[src/rtl/wb_arb_pkg.sv]
// Shared types and helpers for the Wishbone shared-bus arbiters.
// Build option: define WB_ARB_TIMEOUT_EN to enable the bus-hang watchdog
// and the ABORT state in wb_rr_arbiter.
package wb_arb_pkg;

  typedef enum logic [1:0] {
    IDLE  = 2'd0,
    BUSY  = 2'd1,
    ABORT = 2'd2
  } arb_state_e;

  localparam int MAX_MASTERS = 8;

  // Width of a master index / round-robin pointer; never narrower than 1 bit.
  function automatic int idx_w(input int n);
    return (n <= 1) ? 1 : $clog2(n);
  endfunction

endpackage

[src/rtl/wb_rr_pick.sv]
// Combinational round-robin picker: grants the first requester at an index
// greater than or equal to ptr, wrapping around modulo N. Output is one-hot
// (all zero when nothing requests).
module wb_rr_pick #(
  parameter int N  = 2,
  parameter int IW = 1
) (
  input  logic [N-1:0]  req,
  input  logic [IW-1:0] ptr,
  output logic [N-1:0]  gnt
);

  logic          found_s;
  logic [IW-1:0] cand_s;

  // Scan from ptr upward with wrap and keep the first hit.
  always_comb begin
    gnt     = '0;
    found_s = 1'b0;
    cand_s  = '0;
    for (int i = 0; i < N; i++) begin
      cand_s = IW'((int'(ptr) + i) % N);
      if (!found_s && req[cand_s]) begin
        gnt[cand_s] = 1'b1;
        found_s     = 1'b1;
      end else begin
        found_s = found_s;
      end
    end
  end

endmodule

[src/rtl/wb_rr_arbiter.sv]
// N-master to 1-slave Wishbone classic arbiter with round-robin grant held
// for the whole CYC burst. Slave termination and read data are routed only
// to the granted master.
// Build option: WB_ARB_TIMEOUT_EN adds a watchdog that aborts a cycle the
// slave never terminates (ERR pulse to the owner, slave CYC/STB forced low).
module wb_rr_arbiter
  import wb_arb_pkg::*;
#(
  parameter int NUM_MASTERS = 2,
  parameter int ADDR_W      = 32,
  parameter int DATA_W      = 32,
  parameter int SEL_W       = DATA_W / 8
`ifdef WB_ARB_TIMEOUT_EN
  ,
  parameter int TIMEOUT_CYC = 256
`endif
) (
  input  logic                          wb_clk,
  input  logic                          rst,
  input  logic [NUM_MASTERS-1:0]        m_cyc_i,
  input  logic [NUM_MASTERS-1:0]        m_stb_i,
  input  logic [NUM_MASTERS-1:0]        m_we_i,
  input  logic [NUM_MASTERS*ADDR_W-1:0] m_adr_i,
  input  logic [NUM_MASTERS*SEL_W-1:0]  m_sel_i,
  input  logic [NUM_MASTERS*DATA_W-1:0] m_dat_i,
  output logic [DATA_W-1:0]             m_dat_o,
  output logic [NUM_MASTERS-1:0]        m_ack_o,
  output logic [NUM_MASTERS-1:0]        m_err_o,
  output logic                          s_cyc_o,
  output logic                          s_stb_o,
  output logic                          s_we_o,
  output logic [ADDR_W-1:0]             s_adr_o,
  output logic [SEL_W-1:0]              s_sel_o,
  output logic [DATA_W-1:0]             s_dat_o,
  input  logic [DATA_W-1:0]             s_dat_i,
  input  logic                          s_ack_i,
  input  logic                          s_err_i,
  output logic [NUM_MASTERS-1:0]        gnt_o
);

  localparam int IW = idx_w(NUM_MASTERS);

  arb_state_e             state_r;
  logic [IW-1:0]          ptr_r;
  logic [IW-1:0]          gnt_idx_r;
  logic [NUM_MASTERS-1:0] gnt_r;
  logic [NUM_MASTERS-1:0] pick_gnt_s;
  logic [IW-1:0]          pick_idx_s;
  logic [IW-1:0]          next_ptr_s;
  logic                   owner_cyc_s;

  wb_rr_pick #(
    .N  (NUM_MASTERS),
    .IW (IW)
  ) u_pick (
    .req (m_cyc_i),
    .ptr (ptr_r),
    .gnt (pick_gnt_s)
  );

  assign gnt_o       = gnt_r;
  assign owner_cyc_s = m_cyc_i[gnt_idx_r];

  // Encode the picker's one-hot winner into an index for the data muxes.
  always_comb begin
    pick_idx_s = '0;
    for (int i = 0; i < NUM_MASTERS; i++) begin
      if (pick_gnt_s[i]) begin
        pick_idx_s = IW'(i);
      end else begin
        pick_idx_s = pick_idx_s;
      end
    end
  end

  // Pointer after release: owner index + 1, wrapping to 0.
  always_comb begin
    if (gnt_idx_r == IW'(NUM_MASTERS - 1)) begin
      next_ptr_s = '0;
    end else begin
      next_ptr_s = gnt_idx_r + IW'(1);
    end
  end

`ifdef WB_ARB_TIMEOUT_EN
  localparam int CNT_W = $clog2(TIMEOUT_CYC) + 1;

  logic [CNT_W-1:0] to_cnt_r;
  logic             err_pulse_r;
  logic             stall_s;
  logic             timeout_hit_s;

  // A stall is a BUSY cycle with STB presented and no termination.
  always_comb begin
    stall_s       = (state_r == BUSY) && s_stb_o && !s_ack_i && !s_err_i;
    timeout_hit_s = stall_s && (to_cnt_r == CNT_W'(TIMEOUT_CYC - 1));
  end

  // Watchdog counter: counts consecutive stall cycles, clears otherwise.
  always_ff @(posedge wb_clk) begin
    if (rst) begin
      to_cnt_r <= '0;
    end else if (stall_s) begin
      to_cnt_r <= to_cnt_r + CNT_W'(1);
    end else begin
      to_cnt_r <= '0;
    end
  end
`endif

  // Arbitration FSM: grant in IDLE, hold through the CYC burst, release on CYC low.
  always_ff @(posedge wb_clk) begin
    if (rst) begin
      state_r   <= IDLE;
      ptr_r     <= '0;
      gnt_r     <= '0;
      gnt_idx_r <= '0;
`ifdef WB_ARB_TIMEOUT_EN
      err_pulse_r <= 1'b0;
`endif
    end else begin
      case (state_r)
        IDLE: begin
          if (|m_cyc_i) begin
            gnt_r     <= pick_gnt_s;
            gnt_idx_r <= pick_idx_s;
            state_r   <= BUSY;
          end else begin
            gnt_r <= '0;
          end
        end
        BUSY: begin
          if (!owner_cyc_s) begin
            state_r <= IDLE;
            gnt_r   <= '0;
            ptr_r   <= next_ptr_s;
`ifdef WB_ARB_TIMEOUT_EN
          end else if (timeout_hit_s) begin
            state_r     <= ABORT;
            err_pulse_r <= 1'b1;
`endif
          end else begin
            state_r <= BUSY;
          end
        end
`ifdef WB_ARB_TIMEOUT_EN
        ABORT: begin
          err_pulse_r <= 1'b0;
          if (!owner_cyc_s) begin
            state_r <= IDLE;
            gnt_r   <= '0;
            ptr_r   <= next_ptr_s;
          end else begin
            state_r <= ABORT;
          end
        end
`endif
        default: begin
          state_r <= IDLE;
          gnt_r   <= '0;
        end
      endcase
    end
  end

  // Route the owner's request to the slave and the slave's response to the owner.
  always_comb begin
    s_cyc_o = 1'b0;
    s_stb_o = 1'b0;
    s_we_o  = 1'b0;
    s_adr_o = '0;
    s_sel_o = '0;
    s_dat_o = '0;
    m_ack_o = '0;
    m_err_o = '0;
    m_dat_o = '0;
    case (state_r)
      BUSY: begin
        s_cyc_o            = owner_cyc_s;
        s_stb_o            = m_stb_i[gnt_idx_r];
        s_we_o             = m_we_i[gnt_idx_r];
        s_adr_o            = m_adr_i[int'(gnt_idx_r) * ADDR_W +: ADDR_W];
        s_sel_o            = m_sel_i[int'(gnt_idx_r) * SEL_W +: SEL_W];
        s_dat_o            = m_dat_i[int'(gnt_idx_r) * DATA_W +: DATA_W];
        // ERR wins when the slave raises both terminations together.
        m_ack_o[gnt_idx_r] = s_ack_i & ~s_err_i;
        m_err_o[gnt_idx_r] = s_err_i;
        m_dat_o            = s_dat_i;
      end
`ifdef WB_ARB_TIMEOUT_EN
      ABORT: begin
        m_err_o[gnt_idx_r] = err_pulse_r;
      end
`endif
      default: begin
        m_dat_o = '0;
      end
    endcase
  end

endmodule

[config.mk]
export PLATFORM = sky130hd
export DESIGN_NAME = wb_rr_arbiter
export DESIGN_NICKNAME = d
export VERILOG_FILES = /design/src/rtl/wb_arb_pkg.sv /design/src/rtl/wb_rr_pick.sv /design/src/rtl/wb_rr_arbiter.sv
export SDC_FILE = /design/constraint.sdc
export NUM_CORES = 1
export LEC_CHECK = 0
export ABC_CLOCK_PERIOD_IN_PS = 1300
export CORE_AREA = 2 2 110 112
export CTS_CLUSTER_SIZE = 40
export DETAILED_ROUTE_END_ITERATION = 16
export DIE_AREA = 0 0 112 114
export SLEW_MARGIN = 15
export SYNTH_ARGS = -nofsm -noshare
export SYNTH_HDL_FRONTEND = slang
export SYNTH_SLANG_ARGS = --single-unit
[constraint.sdc]
create_clock -name wb_clk -period 1.3 [get_ports wb_clk]
set_input_delay 0.13 -clock wb_clk [delete_from_list [all_inputs] [get_ports wb_clk]]
set_output_delay 0.13 -clock wb_clk [all_outputs]
set_load 0.05 [all_outputs]
==> results of run 1 <==
stage by stage:
step	utilization, %	setup WS [ns]	hold slack [ns]
3_5_place_dp	50.9	-0.0551	0.519
6_report	55.1	-0.202	0.522
2_1_floorplan	-	-0.221	0.195
5_1_grt	55.1	-0.256	0.541
4_1_cts	53.4	-0.202	0.519
3_3_place_gp	50.9	-0.0356	0.491
flip-flops by register name, summed over array words and instances (netlist names):
name       flops
gnt_idx_r      1
gnt_o          2
ptr_r          1
state_r        1
area by class of cell:
| type | count | area (µm²) | share of cell area, % |
|---|---|---|---|
| multi-input combinational | 194 | 1760 | 27.3 |
| timing repair buffer | 312 | 4310 | 66.8 |
| tap | 147 | 184 | 2.85 |
| clock buffer | 4 | 78.8 | 1.22 |
| sequential | 5 | 108 | 1.67 |
| inverter | 3 | 13.8 | 0.213 |
synthesized netlist by cell type:
cell type	count	area share, %
a2111oi_2	1	0.96
o21ai_1	1	0.32
a211oi_2	1	0.80
o211ai_1	1	0.48
a21oi_1	4	1.3
nor3b_1	2	0.96
mux2_2	1	0.72
and2_1	32	13
buf_6	4	2.9
mux2i_1	71	45
dfxtp_1	5	6.4
nand3_1	3	0.96
nor2_1	73	17
clkbuf_1	7	1.7
nor4b_4	1	1.5
and3_1	1	0.40
inv_1	3	0.72
buf_2	4	1.3
buf_4	6	2.9
nand2_1	2	0.48
kinds of logic (layout without fill, tap and decap cells):
group,after synthesis,after routing
simple gates,114,114
mux,72,72
buf+inv,24,319
compound gates,8,8
flops,5,5
routing by layer:
layer	vias up	global-route usage [%]	share of wire [%]
li1	1337	-	-
met1	1236	15.1	33
met3	11	5.63	9.7
met5	-	0	0
met2	161	30.1	56
met4	0	3.82	1.6
placed cells by master, fill, tap and decap left out, drive strengths merged:
master         instances
clkdlybuf4s50        177
buf                  133
nor2                  73
mux2i                 71
and2                  32
clkbuf                 6
dfxtp                  5
a21oi                  4
nand3                  3
inv                    3
nor3b                  2
nand2                  2
nor4b                  1
and3                   1
o211ai                 1
mux2                   1
a211oi                 1
a2111oi                1
o21ai                  1
what timing repair did:
item | 4_1_cts | 5_1_grt
endpoints found under the setup margin | 107 | 105
hold buffers | 0 | 0
setup buffers | 7 | 2
gates resized for setup | 29 | 30
gates cloned | 1 | 2
pin swaps | 1 | 3
worst paths after layout:
check	to	from	depth (start not counted)
worst max-delay path	s_adr_o[20]	gnt_idx_r$_SDFFE_PP0P_	5
worst min-delay path	ptr_r$_SDFFE_PP0P_	ptr_r$_SDFFE_PP0P_	2
worst max register to register	gnt_o[1]$_SDFFE_PP0N_	gnt_idx_r$_SDFFE_PP0P_	4
worst min register to register	ptr_r$_SDFFE_PP0P_	ptr_r$_SDFFE_PP0P_	2
worst max-delay path, cell delays in order, from the launching register on:
cell and delay [ns]:
dfxtp_4 0.40, buf_6 0.14, buf_16 0.14, mux2i_2 0.23
nor2_2 0.08, buf_12 0.15
report_power, final:
| part | switching (µW) | internal, µW |
|---|---|---|
| logic | 1460 | 1680 |
| registers | 19.6 | 165 |
| clock network | 106 | 407 |
| total | 1590 | 2250 |
==> results by group, run 1 <==
Timing
  – Relative slew margins: between 80% and 90%
  – Final period util: 116%
  – Worst Tran Pin Value: approximately 0.26 ns
  – Final Hold Fails: 0
  – Max-slew violations: 0
  – Final setup fails: 75
  – Max frequency: approximately 670 MHz
  – Setup WS post-layout: -0.202 ns
  – Final worst clock skew: 0.000928 ns
  – Fin crit period: ~1.5 ns
  – Sum Neg Setup Slack: -12.20 ns
  – RSZ-0062 raised after global routing: yes

CTS
  – H-tree depth: 1
  – Longest Clk Path Bufs: 2
  – Root Buffer: clkbuf_16
  – CTS tree: yes
  – Skew-Pair Late Insertion Delay: approximately 0.23 ns
  – Num CTS Buffers: 3
  – Clock Pin Slew Worst Setup and Hold Paths: 0.03 ns
  – Sink Count: 5

Power
  – PnR Total Power: ~3800 µW
  – Lkg Pwr: 0.00241 µW
  – Power Density: 594 nW/µm²
  – Max VDD drop: 260 µV

Layout
  – Area grow syn2layout: 311%
  – Fin area: 6460 µm²
  – Fill cell count: 1,007
  – Final Non-Filler Cells: 665
  – Number of diodes: 0
  – Fraction of layout cells with a size suffix above 1: between 40% and 50%
  – Final nets: 697

Drt
  – Post-route ant nets: 0
  – # DRC: 0
  – TritonRoute pass-1 iters: 3
  – Initial DRC count: roughly 110
  – Total Wirelength: 10,700 µm
  – Vias/cell: 4.13
  – Via count of the routed design: 2,745
  – Avg WL per Cell: 16.0 µm

Run status
  – Status: finished, violations left
  – Violated checks: negative setup slack

Placement
  – Placed cells: 649
  – # port buffers: 286
  – HPWL Detailed: just under 9000 µm
  – GPL Wtd Cong: 0.768
  – Instance area after placement: between 5000 and 6000 µm²

Logic synthesis
  – Synthesized area: 1570 µm²
  – Synth Area in Compound Gates: under 10%
  – Sequential area share after synthesis: 6.37%
  – Post-synthesis adder-cell area fraction: 0%
  – Mapped Nets: 401
  – Yosys Warn Count: 0
  – Synthesized flop and latch total: 5
  – Synth Instances: 223
  – Mux contribution to synthesized area: 45.9%
  – Xor-xnor portion of the synthesized cell area: 0%
  – Simple-Gate Fraction of Synth Area: approximately a third
  – Syn Area/Cell: 7.05 µm²
  – Synth unique cells: 20
  – Largest family of logic cells by synthesized area: multiplexers

Worst setup path
  – WP data required: 1.17 ns
  – Critical path startpoint category: register
  – Worst-path maximum fanout: 7
  – Flop-to-flop setup slack: 0.02 ns
  – WS Path Type: reg -> out
  – CP Capture Type: output port
  – CP arrival: ~1.4 ns

Floorplan
  – Starting Density: 13.4%
  – Die Y: 114 µm
  – CORE AREA: 11,700 µm²
  – Die X: 112 µm
  – Die ar.: 12,800 µm²
  – Rows: 40
  – I/O Pins: 287

Worst hold path
  – Worst min path class: reg -> reg

GRT
  – Grt ovf: 0
  – Global Route Usage Sum: 15.3%
  – Antenna violations before repair: 0
  – Vias in the first global route: 2,937
  – First-pass GRT wire length: between 15,000 and 20,000 µm
  – Largest net degree at the start of global routing: 38

Job
  – Max-cap viol count: 0
Power figures use the tool's default switching activity.
==> run 2: changes to the inputs <==
- SLEW_MARGIN: 15 -> 20
==> results of run 2 <==
No change in the layout: final DEF, timing and power equal those of run 1.
==> run 3: changes to the inputs <==
- SETUP_SLACK_MARGIN: default -> 0.4
==> run 3 against run 2 <==
The run still ends with negative setup slack left; count of clock-buffer cells in the layout stayed put; flip-flop and latch count stayed put; clock skew hardly changed; clock power is 1% lower; sequential power hardly changed; power is 19% higher; first-iteration DRC count is 45% lower; global-route usage is 2.3 points higher; combinational power is 24% higher; wire length is 15% higher; hold slack worse by 0.048 ns; critical path type unchanged.
==> results by group, run 3 (synthesis results as in run 1) <==
Layout
  – Fraction of layout cells with a size suffix above 1: 64.7% (+19 points)
  – Commonest non-fill, non-tap cell in the layout: clkdlybuf4s50_1
  – Number of diodes: 0 (unchanged)
  – Final Non-Filler Cells: 688 (+3.5%)
  – Max reg flops: 2 (unchanged)
  – Post-layout util: 66.7% (+12 points)
  – Most frequent cells in the layout: 176 x clkdlybuf4s50_1, 122 x buf_12, 71 x nor2_4
  – Final nets: 720 (+3.3%)
  – Area grow syn2layout: 397%

Worst setup path
  – Critical path, cell by cell: buf_12 -> mux2i_2 -> nor2_4 -> buf_12
  – WS Path Type: reg -> out
  – Worst reg2reg path startpoint: gnt_idx_r$_SDFFE_PP0P_
  – Flop-to-flop setup slack: 0.04 ns (+0.02 ns)
  – Slowest cell on crit path: dfxtp_4
  – RR Endpoint: state_r[0]$_SDFFE_PP0P_
  – R2R depth: 5 (+1)
  – WP data required: 1.17 ns (about the same)
  – CP Capture Type: output port
  – Slowest stage delay, CP: 0.43 ns (+0.03 ns)
  – Critical path startpoint category: register
  – CP arrival: 1.45 ns (+0.08 ns)
  – WP buf/inv: 2 (-1)
  – Cell repeated most along the worst path: buf_12
  – Cell family with most CP delay: flip-flops
  – Worst-path maximum fanout: 21 (+14)

Drt
  – Post-route ant nets: 0 (unchanged)
  – # DRC: 0 (unchanged)
  – Total Wirelength: 12,300 µm (+15%)
  – Via count of the routed design: 2,928 (+6.7%)
  – Initial DRC count: 58 (-45%)
  – Avg WL per Cell: 17.8 µm (+11%)
  – TritonRoute pass-1 iters: 4 (+1)
  – Vias/cell: 4.26 (+3.1%)

GRT
  – Global Route Usage Sum: 17.6% (+2.3 points)
  – Vias in the first global route: 3,092 (+5.3%)
  – Antenna violations before repair: 0 (unchanged)
  – Grt ovf: 0 (unchanged)
  – Largest net degree at the start of global routing: 22 (-42%)
  – First-pass GRT wire length: 17,600 µm (+16%)

Worst hold path
  – Hold Path Cell Cnt: 4 (+2)
  – Worst min path class: in -> reg
  – Hold EP: gnt_o[0]$_SDFFE_PP0N_
  – Hold Crit Start: m_cyc_i[0]

Timing
  – Max frequency: 631 MHz (-5.2%)
  – Final Hold Fails: 0 (unchanged)
  – Max-slew violations: 0 (unchanged)
  – Setup WS post-layout: -0.284 ns (-0.0821 ns)
  – Fin crit period: 1.58 ns (+0.0821 ns)
  – Worst Tran Pin Value: 0.311 ns (+0.0463 ns)
  – Relative slew margins: 79.2% (-2.6 points)
  – RSZ-0062 raised after global routing: yes
  – Final worst clock skew: 0.000911 ns (-0.0000167 ns)
  – Final period util: 122% (+6.3 points)
  – Final setup fails: 82 (+9.3%)
  – Hold_ws: 0.473 ns (-0.0484 ns)

Job
  – Max-cap viol count: 0 (unchanged)

Run status
  – Violated checks: negative setup slack
  – Status: finished, violations left

Placement
  – HPWL Detailed: 9220 µm (+3.5%)
  – GPL Wtd Cong: 0.827 (+7.7%)
  – Placed cells: 655 (+0.92%)
  – # port buffers: 286 (unchanged)

CTS
  – Sink Count: 5 (unchanged)
  – Longest Clk Path Bufs: 2 (unchanged)
  – CTS tree: yes
  – Clock Pin Slew Worst Setup and Hold Paths: 0.03 ns (about the same)
  – Root Buffer: clkbuf_16
  – Skew-Pair Late Insertion Delay: 0.23 ns (about the same)
  – Num CTS Buffers: 3 (unchanged)
  – Hold-fix buffers, CTS: 0 (unchanged)
  – H-tree depth: 1 (unchanged)

Floorplan
  – I/O Pins: 287 (unchanged)
  – Die Y: 114 µm (unchanged)
  – Die ar.: 12,800 µm² (unchanged)
  – Rows: 40 (unchanged)
  – Die X: 112 µm (unchanged)
  – Starting Density: 13.4% (unchanged)
  – CORE AREA: 11,700 µm² (unchanged)

Power
  – Lkg Pwr: 0.00276 µW (+15%)
  – Max VDD drop: 461 µV (+77%)
  – Power Density: 586 nW/µm² (-1.4%)
==> run 3: cell types whose count changed in the layout (fill, tap and decap cells not counted), moves of 5 or more <==
cell / change
nor2_4: +56
mux2i_1: -45
mux2i_4: +41
nor2_2: -37
and2_1: -23
and2_4: +23
nor2_1: -19
buf_6: +11
buf_16: +7
buf_12: +5
==> run 3: final cells by class <==
type                            count  area [µm²]
Tap cell                          147         184
Inverter                            3        16.3
Clock buffer                        4        78.8
Multi-Input combinational cell    194        2700
Sequential cell                     5         109
Fill cell                         843        3890
Timing Repair Buffer              335        4720
==> run 3: worst max-delay path by stage <==
| stage | from | to | slack [ns] | cells after the start |
|---|---|---|---|---|
| finish | gnt_idx_r$_SDFFE_PP0P_ | s_sel_o[2] | -0.28 | 4 |
| global route | gnt_idx_r$_SDFFE_PP0P_ | s_dat_o[6] | -0.33 | 4 |
| CTS | gnt_idx_r$_SDFFE_PP0P_ | s_adr_o[15] | -0.29 | 5 |
| detailed placement | gnt_idx_r$_SDFFE_PP0P_ | s_adr_o[17] | -0.1 | 5 |
| global placement | gnt_idx_r$_SDFFE_PP0P_ | s_adr_o[17] | -0.08 | 5 |
| floorplan | gnt_idx_r$_SDFFE_PP0P_ | m_ack_o[0] | -0.13 | 4 |
==> run 3: stage by stage <==
stage | setup TNS, ns | worst slack (ns) | power [µW] | area, µm²
2_1_floorplan | -0.149 | -0.130 | 1760 | 2310
3_3_place_gp | -0.452 | -0.0760 | 3380 | 6450
3_5_place_dp | -0.945 | -0.0993 | 3400 | 6450
4_1_cts | -18.68 | -0.290 | 4450 | 7500
5_1_grt | -22.74 | -0.331 | 4740 | 7820
6_report | -18.57 | -0.284 | 4580 | 7820
==> run 3: power breakdown <==
| group | internal, µW | switching, µW | total (µW) |
|---|---|---|---|
| sequential | 165 | 20.6 | 186 |
| combinational | 2110 | 1780 | 3890 |
| clock | 406 | 102 | 508 |
==> run 3: metal layers <==
| layer | global-route usage [%] | up-vias | part of all wire [%] |
|---|---|---|---|
| met5 | 0 | - | 0 |
| li1 | - | 1398 | - |
| met1 | 18.8 | 1358 | 34 |
| met2 | 35.7 | 158 | 58 |
| met3 | 3.45 | 14 | 6.3 |
| met4 | 3.41 | 0 | 1.4 |
==> run 3: repair_timing <==
item,CTS,global route
setup endpoints to repair,112,113
gates cloned,7,1
resized for setup,127,35
hold endpoints to repair,0,0
setup buffers,11,10
pin swaps,23,25
==> run 3: worst min-delay path: stages <==
cell and delay, ns:
dlygate4sd2_1 0.26, buf_6 0.13, nand3_1 0.07, a21oi_1 0.06
